--- config.mk ---
export PLATFORM = sky130hd
export DESIGN_NAME = cr_result_writeback
export DESIGN_NICKNAME = d
export VERILOG_FILES = /design/src/rtl/cr_result_writeback_pkg.sv /design/src/rtl/cr_result_fifo.sv /design/src/rtl/cr_result_writeback.sv
export SDC_FILE = /design/constraint.sdc
export NUM_CORES = 1
export LEC_CHECK = 0
export CORE_MARGIN = 2
export CORE_UTILIZATION = 40
export CTS_CLUSTER_DIAMETER = 100
export CTS_CLUSTER_SIZE = 24
export DETAILED_ROUTE_END_ITERATION = 12
export PLACE_DENSITY = 0.7
export SLEW_MARGIN = 20
export SYNTH_ARGS = -nofsm -noshare
export SYNTH_HDL_FRONTEND = slang
export SYNTH_HIERARCHICAL = 1
export SYNTH_SLANG_ARGS = --single-unit
export TNS_END_PERCENT = 1
--- constraint.sdc ---
create_clock -name clk -period 3.1 [get_ports clk]
set_input_delay 0.775 -clock clk [delete_from_list [all_inputs] [get_ports clk]]
set_output_delay 0.775 -clock clk [all_outputs]
set_load 0.05 [all_outputs]
--- src/rtl/cr_result_writeback_pkg.sv ---
// Purpose : shared types for the CR result writeback path (CR field/address types, field placement helper).
// Latency : n/a (types and a pure function only).
// Backpressure: n/a.
// Field numbering is MSB-first: CR0 is the most significant nibble of the 32-bit CR,
// and inside a field the MSB is LT, then GT, EQ, SO.
package cr_result_writeback_pkg;

    localparam int CR_FIELDS = 8;

    // One CR field: [3]=LT [2]=GT [1]=EQ [0]=SO (MSB-first architectural order).
    typedef logic [3:0] cr_field_t;
    // CR field address, 0..7 (0 = CR0 = most significant nibble).
    typedef logic [2:0] cr_addr_t;

    // Least-significant bit position of field f inside the 32-bit CR vector.
    function automatic int cr_field_lsb(input int f);
        return (CR_FIELDS - 1 - f) * 4;
    endfunction

endpackage

--- src/rtl/cr_result_fifo.sv ---
// Purpose : generic ready-valid FIFO holding compare results (storage, pointers, count, full/empty).
// Latency : written entry visible at head one cycle after the push edge; no fall-through.
// Backpressure: pushes ignored when full, pops ignored when empty; same-cycle push+pop keeps count.
// Ports: clk/rst (async active-low), push_i/push_dat_i, pop_i, head_dat_o, full_o, empty_o, count_o.
module cr_result_fifo #(
    parameter int WIDTH = 12,
    parameter int DEPTH = 4,
    localparam int PTR_W = $clog2(DEPTH),
    localparam int CNT_W = $clog2(DEPTH) + 1
) (
    input  logic             clk,
    input  logic             rst,
    input  logic             push_i,
    input  logic [WIDTH-1:0] push_dat_i,
    input  logic             pop_i,
    output logic [WIDTH-1:0] head_dat_o,
    output logic             full_o,
    output logic             empty_o,
    output logic [CNT_W-1:0] count_o
);

    localparam logic [PTR_W-1:0] PTR_ONE = PTR_W'(1);
    localparam logic [CNT_W-1:0] CNT_ONE = CNT_W'(1);
    localparam logic [CNT_W-1:0] CNT_MAX = CNT_W'(DEPTH);

    logic [WIDTH-1:0] mem_q [DEPTH];
    logic [PTR_W-1:0] wr_ptr_q, wr_ptr_d;
    logic [PTR_W-1:0] rd_ptr_q, rd_ptr_d;
    logic [CNT_W-1:0] count_q, count_d;
    logic             push_en, pop_en;

    assign full_o     = (count_q == CNT_MAX);
    assign empty_o    = (count_q == '0);
    assign count_o    = count_q;
    assign head_dat_o = mem_q[rd_ptr_q];

    assign push_en = push_i && !full_o;
    assign pop_en  = pop_i && !empty_o;

    // DEPTH is a power of two, so pointer overflow is the modulo wrap.
    always_comb begin
        wr_ptr_d = wr_ptr_q;
        rd_ptr_d = rd_ptr_q;
        count_d  = count_q;
        if (push_en) begin
            wr_ptr_d = wr_ptr_q + PTR_ONE;
        end
        if (pop_en) begin
            rd_ptr_d = rd_ptr_q + PTR_ONE;
        end
        if (push_en && !pop_en) begin
            count_d = count_q + CNT_ONE;
        end else if (pop_en && !push_en) begin
            count_d = count_q - CNT_ONE;
        end
    end

    always_ff @(posedge clk or negedge rst) begin
        if (!rst) begin
            wr_ptr_q <= '0;
            rd_ptr_q <= '0;
            count_q  <= '0;
        end else begin
            wr_ptr_q <= wr_ptr_d;
            rd_ptr_q <= rd_ptr_d;
            count_q  <= count_d;
        end
    end

    // Storage needs no reset: an entry is only observed once the count covers it.
    always_ff @(posedge clk) begin
        if (push_en) begin
            mem_q[wr_ptr_q] <= push_dat_i;
        end
    end

endmodule

--- src/rtl/cr_result_writeback.sv ---
// Purpose : buffers compare results, broadcasts each once on the CR result bus, commits it to the CR.
// Latency : accept at edge N, broadcast from cycle N+1 (same cycle when CR_RESULT_BYPASS_EN and empty).
// Backpressure: input_ready = !full (no pass-through on same-cycle pop); broadcast held until bcast_grant.
// Ports: clk/rst (async active-low); input_valid/input_ready with rs_id_in, result_reg_addr_in, result_in;
//        bcast_valid/bcast_grant with bcast_rs_id, bcast_value; cr_wr_en/cr_wr_mask/cr_wr_value (mtcrf);
//        cr_out (CR0 = MSB nibble; cr_wr_mask MSB selects CR0); fifo_count.
// Optional: define CR_RESULT_BYPASS_EN to let an input skip the empty FIFO when the bus is granted.
module cr_result_writeback
    import cr_result_writeback_pkg::*;
#(
    parameter int RS_ID_WIDTH = 5,
    parameter int FIFO_DEPTH  = 4,
    localparam int CNT_W      = $clog2(FIFO_DEPTH) + 1
) (
    input  logic                   clk,
    input  logic                   rst,
    input  logic                   input_valid,
    output logic                   input_ready,
    input  logic [RS_ID_WIDTH-1:0] rs_id_in,
    input  cr_addr_t               result_reg_addr_in,
    input  cr_field_t              result_in,
    output logic                   bcast_valid,
    input  logic                   bcast_grant,
    output logic [RS_ID_WIDTH-1:0] bcast_rs_id,
    output cr_field_t              bcast_value,
    input  logic                   cr_wr_en,
    input  logic [7:0]             cr_wr_mask,
    input  logic [31:0]            cr_wr_value,
    output logic [31:0]            cr_out,
    output logic [CNT_W-1:0]       fifo_count
);

    localparam int ENT_W = RS_ID_WIDTH + $bits(cr_addr_t) + $bits(cr_field_t);

    logic [ENT_W-1:0]       push_dat, head_dat;
    logic                   fifo_push, fifo_pop;
    logic                   fifo_full, fifo_empty;
    logic [RS_ID_WIDTH-1:0] head_rs_id;
    cr_addr_t               head_addr;
    cr_field_t              head_value;
    cr_addr_t               bcast_addr;
    logic                   commit_vld;
    logic [31:0]            cr_q, cr_d;

    assign push_dat = {rs_id_in, result_reg_addr_in, result_in};
    assign {head_rs_id, head_addr, head_value} = head_dat;

    assign input_ready = !fifo_full;
    assign commit_vld  = bcast_valid && bcast_grant;
    assign fifo_pop    = commit_vld && !fifo_empty;

`ifdef CR_RESULT_BYPASS_EN
    logic byp_sel;
    assign byp_sel = fifo_empty;

    // Empty FIFO: the live input drives the bus; a granted input commits without being stored.
    always_comb begin
        bcast_valid = 1'b1;
        bcast_rs_id = head_rs_id;
        bcast_addr  = head_addr;
        bcast_value = head_value;
        if (byp_sel) begin
            bcast_valid = input_valid;
            bcast_rs_id = input_valid ? rs_id_in           : '0;
            bcast_addr  = input_valid ? result_reg_addr_in : '0;
            bcast_value = input_valid ? result_in          : '0;
        end
    end

    assign fifo_push = input_valid && input_ready && !(byp_sel && bcast_grant);
`else
    // Outputs depend only on FIFO state; stale storage is masked while empty.
    assign bcast_valid = !fifo_empty;
    assign bcast_rs_id = fifo_empty ? '0 : head_rs_id;
    assign bcast_addr  = fifo_empty ? '0 : head_addr;
    assign bcast_value = fifo_empty ? '0 : head_value;
    assign fifo_push   = input_valid && input_ready;
`endif

    cr_result_fifo #(
        .WIDTH (ENT_W),
        .DEPTH (FIFO_DEPTH)
    ) u_fifo (
        .clk        (clk),
        .rst        (rst),
        .push_i     (fifo_push),
        .push_dat_i (push_dat),
        .pop_i      (fifo_pop),
        .head_dat_o (head_dat),
        .full_o     (fifo_full),
        .empty_o    (fifo_empty),
        .count_o    (fifo_count)
    );

    // External masked write first, then the broadcast commit, so the commit wins on a shared field.
    always_comb begin
        cr_d = cr_q;
        for (int f = 0; f < CR_FIELDS; f++) begin
            if (cr_wr_en && cr_wr_mask[CR_FIELDS-1-f]) begin
                cr_d[cr_field_lsb(f) +: 4] = cr_wr_value[cr_field_lsb(f) +: 4];
            end
            if (commit_vld && (bcast_addr == cr_addr_t'(f))) begin
                cr_d[cr_field_lsb(f) +: 4] = bcast_value;
            end
        end
    end

    always_ff @(posedge clk or negedge rst) begin
        if (!rst) begin
            cr_q <= '0;
        end else begin
            cr_q <= cr_d;
        end
    end

    assign cr_out = cr_q;

endmodule

After elaboration in Yosys (flattened, before gate mapping)
Memories as Yosys holds them, arrays and structs flattened.
Index checks and enable logic that the tools add are counted.

storage, ports and cells
  bits in registers = 39
  RAM bits = 48
  bits of input ports = 57
  output and inout bits = 46
  logic and storage cells = 85
  memories kept = 1

memory list
  name          words  bits a word  read ports  clocked after memory_dff  wr ports  line                  text
  u_fifo.mem_q  4      12           1           0                         1         cr_result_fifo.sv:26  logic [WIDTH-1:0] mem_q [DEPTH];

cells by class
  add/sub/neg operators = 4
  equality and inequality tests = 8
  multiplexer cells = 23
  reductions and logical operators = 38

operator list
  cell                                              number
  two-way mux 4 bit                                 17
  logical AND 1 bit                                 23
  nonzero test 2 bit                                9
  == test 3 bit, second input constant              5
  two-way mux 3 bit                                 3
  == test 3 x 2 -> 1 bit, second input constant     2
  zero test 3 bit                                   2
  two-way mux 5 bit                                 1
  adder 2 x 1 -> 2 bit, second input constant       2
  zero test 1 bit                                   4
  adder 3 x 1 -> 3 bit, second input constant       1
  == test 3 x 1 -> 1 bit, second input constant     1
  subtractor 3 x 1 -> 3 bit, second input constant  1
  two-way mux 1 bit                                 2

Longest topological paths before layout
  depth in word-level cells = 8
  gate-level depth with buffers = 11
  mapped depth without buffers = 10

By module
Netlist, hierarchy kept.

by module, submodules not included
  module               instances  cells each  area an instance (sq um)
  cr_result_fifo       1          99          2164.6
  cr_result_writeback  1          140         1666.6

Worst setup path before layout
OpenSTA, ideal clock, no wires.

  path kind = register to output
  start = reg u_fifo.count_q[0], in the netlist u_fifo/count_o[0]
  end = out bcast_value[1]
  data arrival time = 2.362 ns
  required time = 2.325 ns
  path slack = -0.037 ns
  stages on the path, launching flop included = 7
  buffers on the path = 1
  path through = dfrtp_1 -> or3_1 -> inv_1 -> clkbuf_2 -> clkinv_1 -> nand2_1 -> inv_1

between the ends
  word-level cells in the longest chain between the ends = 2

ends and longest elaborated chain
  what                    line                       text
  from (decl)             cr_result_fifo.sv:29       logic [CNT_W-1:0] count_q, count_d;
  from (signal assigned)  cr_result_fifo.sv:66       count_q <= count_d;
  zero test 3 bit         cr_result_fifo.sv:33       assign empty_o = (count_q == '0);
  net fifo_empty          cr_result_writeback.sv:37  logic fifo_full, fifo_empty;
  two-way mux 4 bit       cr_result_writeback.sv:76  assign bcast_value = fifo_empty ? '0 : head_value;
  to (decl)               cr_result_writeback.sv:25  output cr_field_t bcast_value,

The timed path passes the listed nets, and every way through them passes these cells.

Worst setup path in the final report
  start = reg u_fifo.count_q[0], in the netlist u_fifo/count_o[0]
  end = out bcast_value[0]

Same word-level chain as after synthesis.

==> flow_metrics.tcl <==
set metrics [dict create \
    outcome "finished, final reports clean" \
    syn_inst 239 \
    max_slew_margin_pct 43.0 \
    cts_max_level 3 \
    met1_usage_pct 21.5 \
    antenna_found_initial 0 \
    cp_top_family "buffers and inverters" \
    r2r_slack_ps 490 \
    max_freq_mhz 346 \
    ys_dominant_reg_cell "edfxtp_1" \
    die_y_microns 102 \
    rows 35 \
    cts_hold_buf 0 \
    drt_iter0_markers 82 \
    p_seq_share_pct 31.2 \
    p_int_mw 3.19 \
    synth_edf_count 48 \
    ys_ff_latch 87 \
    grt_max_degree 40 \
    power.density_nw_per_um2 1140 \
    clk-insertion-delay-late_ps 350 \
    cts_resized 0 \
    nNetsFinal 416 \
    dr.pass1.iters 4 \
    crit_fanout 11 \
    period_needed_ps 2890 \
    antenna_cells 0 \
    wirelength_mm 8.21 \
    drc_errors 0 \
    setup_tns_ps 0 \
    slew_violations 0 \
    cts_tree "built" \
    cts_setup_buffers 0 \
    place_ws_ps 331 \
    reg2regPathDepth 10 \
    finalPower_mw 5.93 \
    crit_path_start_kind "register" \
    cpMostUsedCell "inv_1" \
    crit_path_end_kind "primary output" \
    core_area_sq_um 9280 \
    path_cells "or3_1, inv_1, clkinv_2, nand2_1, inv_1, buf_4" \
    grt_use_met3_pct 3.83 \
    cts_sinks 87 \
    port_buffers 102 \
    drive_gt1_share_pct 15.6 \
    via_per_inst 4.75 \
    fin_skew_ps 11.0 \
    power_frac_clock_pct 13.3 \
    filler_cell_count 784 \
    setup_viol 0 \
    yosysSeqAreaShare_pct 63.1 \
    crit_required_ps 2320 \
    grtUsageTotal_pct 16.6 \
    slowest_delay_ps 460 \
    r2r-start "u_fifo/count_o[0]$_DFFE_PN0P_" \
    multiInputGateArea_sq_um 1320 \
    grt_pass1_wl_mm 12.8 \
    grt_setup_unrepaired "false" \
    syn2layout_area_growth_pct 35.8 \
    cp_num_buf_inv 4 \
    start_util_pct 41.3 \
    die-area_sq_um 10400 \
    wire_per_inst_microns 16.9 \
    slowest_stage "dfrtp_1" \
    switching_share_pct 46.2 \
    cts_root_buf "clkbuf_8" \
    pin_count 103 \
    num_vias 2313 \
    ys_async_sr_fraction_pct 44.8 \
    worstPathArrival_ps 2110 \
    clockBufferDepth 2 \
    rr_endpoint "u_fifo/count_o[2]$_DFFE_PN0P_" \
    ys.warnings.count 6 \
    gp_congestion 0.694 \
    synth_area_sq_um 3830 \
    use_met2_pct 28.1 \
    p_comb_share_pct 55.5 \
    path_class "register to primary output" \
    p_sw_mw 2.74 \
    hold_viol 0 \
    drtAntennaViolNets 0 \
    worst_pin_slew_ps 855 \
    place_hpwl_mm 6.07 \
    dieWidth_microns 102 \
    clkTransAtPathRegs_ps 100 \
    grt.busiest_layer "met2" \
    cap_violations 0 \
    regArea_sq_um 2420 \
    grt-ovfl-total 0 \
    cts_buffers 9 \
    holdCritPathClass "primary input to asynchronous set/reset pin" \
    ys_types 29 \
    fin_ws_ps 212 \
    leakage_nw 2.23 \
    irDropWorstVdd_uv 493 \
    synth_fp_nets 302 \
    period_share_pct 93.2 \
    grt_pass1_vias 2418 \
    syn_avg_cell_area_sq_um 16.0 \
]
-- through the flow --
step           area, sq um  cells  hold WS (ps)  util (%)
2_1_floorplan         3830    239           479         -
3_3_place_gp          5000    471           498      53.8
3_5_place_dp          5000    471           519      53.8
4_1_cts               5200    487           534      56.0
5_1_grt               5200    487           561      56.0
6_report              5200    487           520      56.0
-- synth_stat cells, types with 3 or more instances --
master	count	area, sq um
nand2_1	15	56.3
mux4_2	12	270
buf_2	3	15.0
ha_1	5	62.6
mux2i_1	64	641
buf_6	3	33.8
edfxtp_1	48	1440
dfrtp_1	39	976
and2_1	4	25.0
nand3_1	3	15.0
nor2b_1	8	50.1
inv_1	9	33.8
xnor2_1	4	35.0
-- cell type report --
| cell class | count | share of cell area, % |
|---|---|---|
| Tap cell | 129 | 3.10 |
| Inverter | 10 | 0.746 |
| Multi-Input combinational cell | 133 | 25.3 |
| Timing Repair Buffer | 112 | 20.5 |
| Clock buffer | 10 | 2.86 |
| Sequential cell | 87 | 46.5 |
| Clock inverter | 6 | 1.03 |
-- placed cells by master, fill, tap and decap left out, types with 2 or more instances in the layout --
cell type,netlist,final
xor2_1,2,2
edfxtp_1,48,48
mux4_2,12,12
inv_6,0,4
dfrtp_1,39,39
clkdlybuf4s50_1,0,91
inv_1,9,9
mux2i_1,64,64
nor2_1,2,2
buf_4,0,20
nand3_1,3,3
nand2_1,15,15
nor2b_1,8,8
or3_1,2,2
ha_1,5,5
clkbuf_8,0,9
nand2b_1,2,2
and2_1,4,4
nor2_2,2,2
xnor2_1,4,4
-- power by group through the flow --
stage | clock network, mW | registers (mW) | logic (mW)
6_report | 0.789 | 1.85 | 3.29
5_1_grt | 0.861 | 1.90 | 3.52
2_1_floorplan | 0 | 2.65 | 1.43
3_5_place_dp | 0 | 1.89 | 3.34
3_3_place_gp | 0 | 1.86 | 3.29
4_1_cts | 0.812 | 1.86 | 3.34
-- kinds of logic (layout without fill, tap and decap cells) --
group / count (synthesis) / in the layout / synth area share (%)
multiplexers: 78 / 78 / 24.5
adder cells (fa/ha/maj): 6 / 6 / 2.16
XOR/XNOR: 6 / 6 / 1.37
buffers and inverters: 19 / 138 / 2.58
flip-flops: 87 / 87 / 63.1
AND/OR/NAND/NOR: 43 / 43 / 6.34
-- layer usage --
| metal | wire (microns) | share of wire, % |
|---|---|---|
| met5 | 0 | 0 |
| met4 | 76 | 0.93 |
| met3 | 609 | 7.4 |
| met2 | 3960 | 48 |
| met1 | 3560 | 43 |
-- how the worst max path moves through the flow --
stage                                       start                       endpoint  slack (ps)  cells after the start
floorplan           u_fifo/count_o[0]$_DFFE_PN0P_                 bcast_value[1]         250                      6
global placement                      bcast_grant  u_fifo/count_o[1]$_DFFE_PN0P_         360                      7
CTS                 u_fifo/count_o[0]$_DFFE_PN0P_                 bcast_value[0]         180                      6
global route        u_fifo/count_o[0]$_DFFE_PN0P_                 bcast_value[0]          60                      6
finish              u_fifo/count_o[0]$_DFFE_PN0P_                 bcast_value[0]         210                      6
detailed placement                    bcast_grant  u_fifo/count_o[1]$_DFFE_PN0P_         330                      7
-- registers in the layout, indices dropped and copies added, names as in the netlist --
register / flops
cr_out: 32
u_fifo/wr_ptr_q: 2
u_fifo/mem_q: 48
u_fifo/count_o: 3
u_fifo/rd_ptr_q: 2
(Power assumes the default switching activity.)
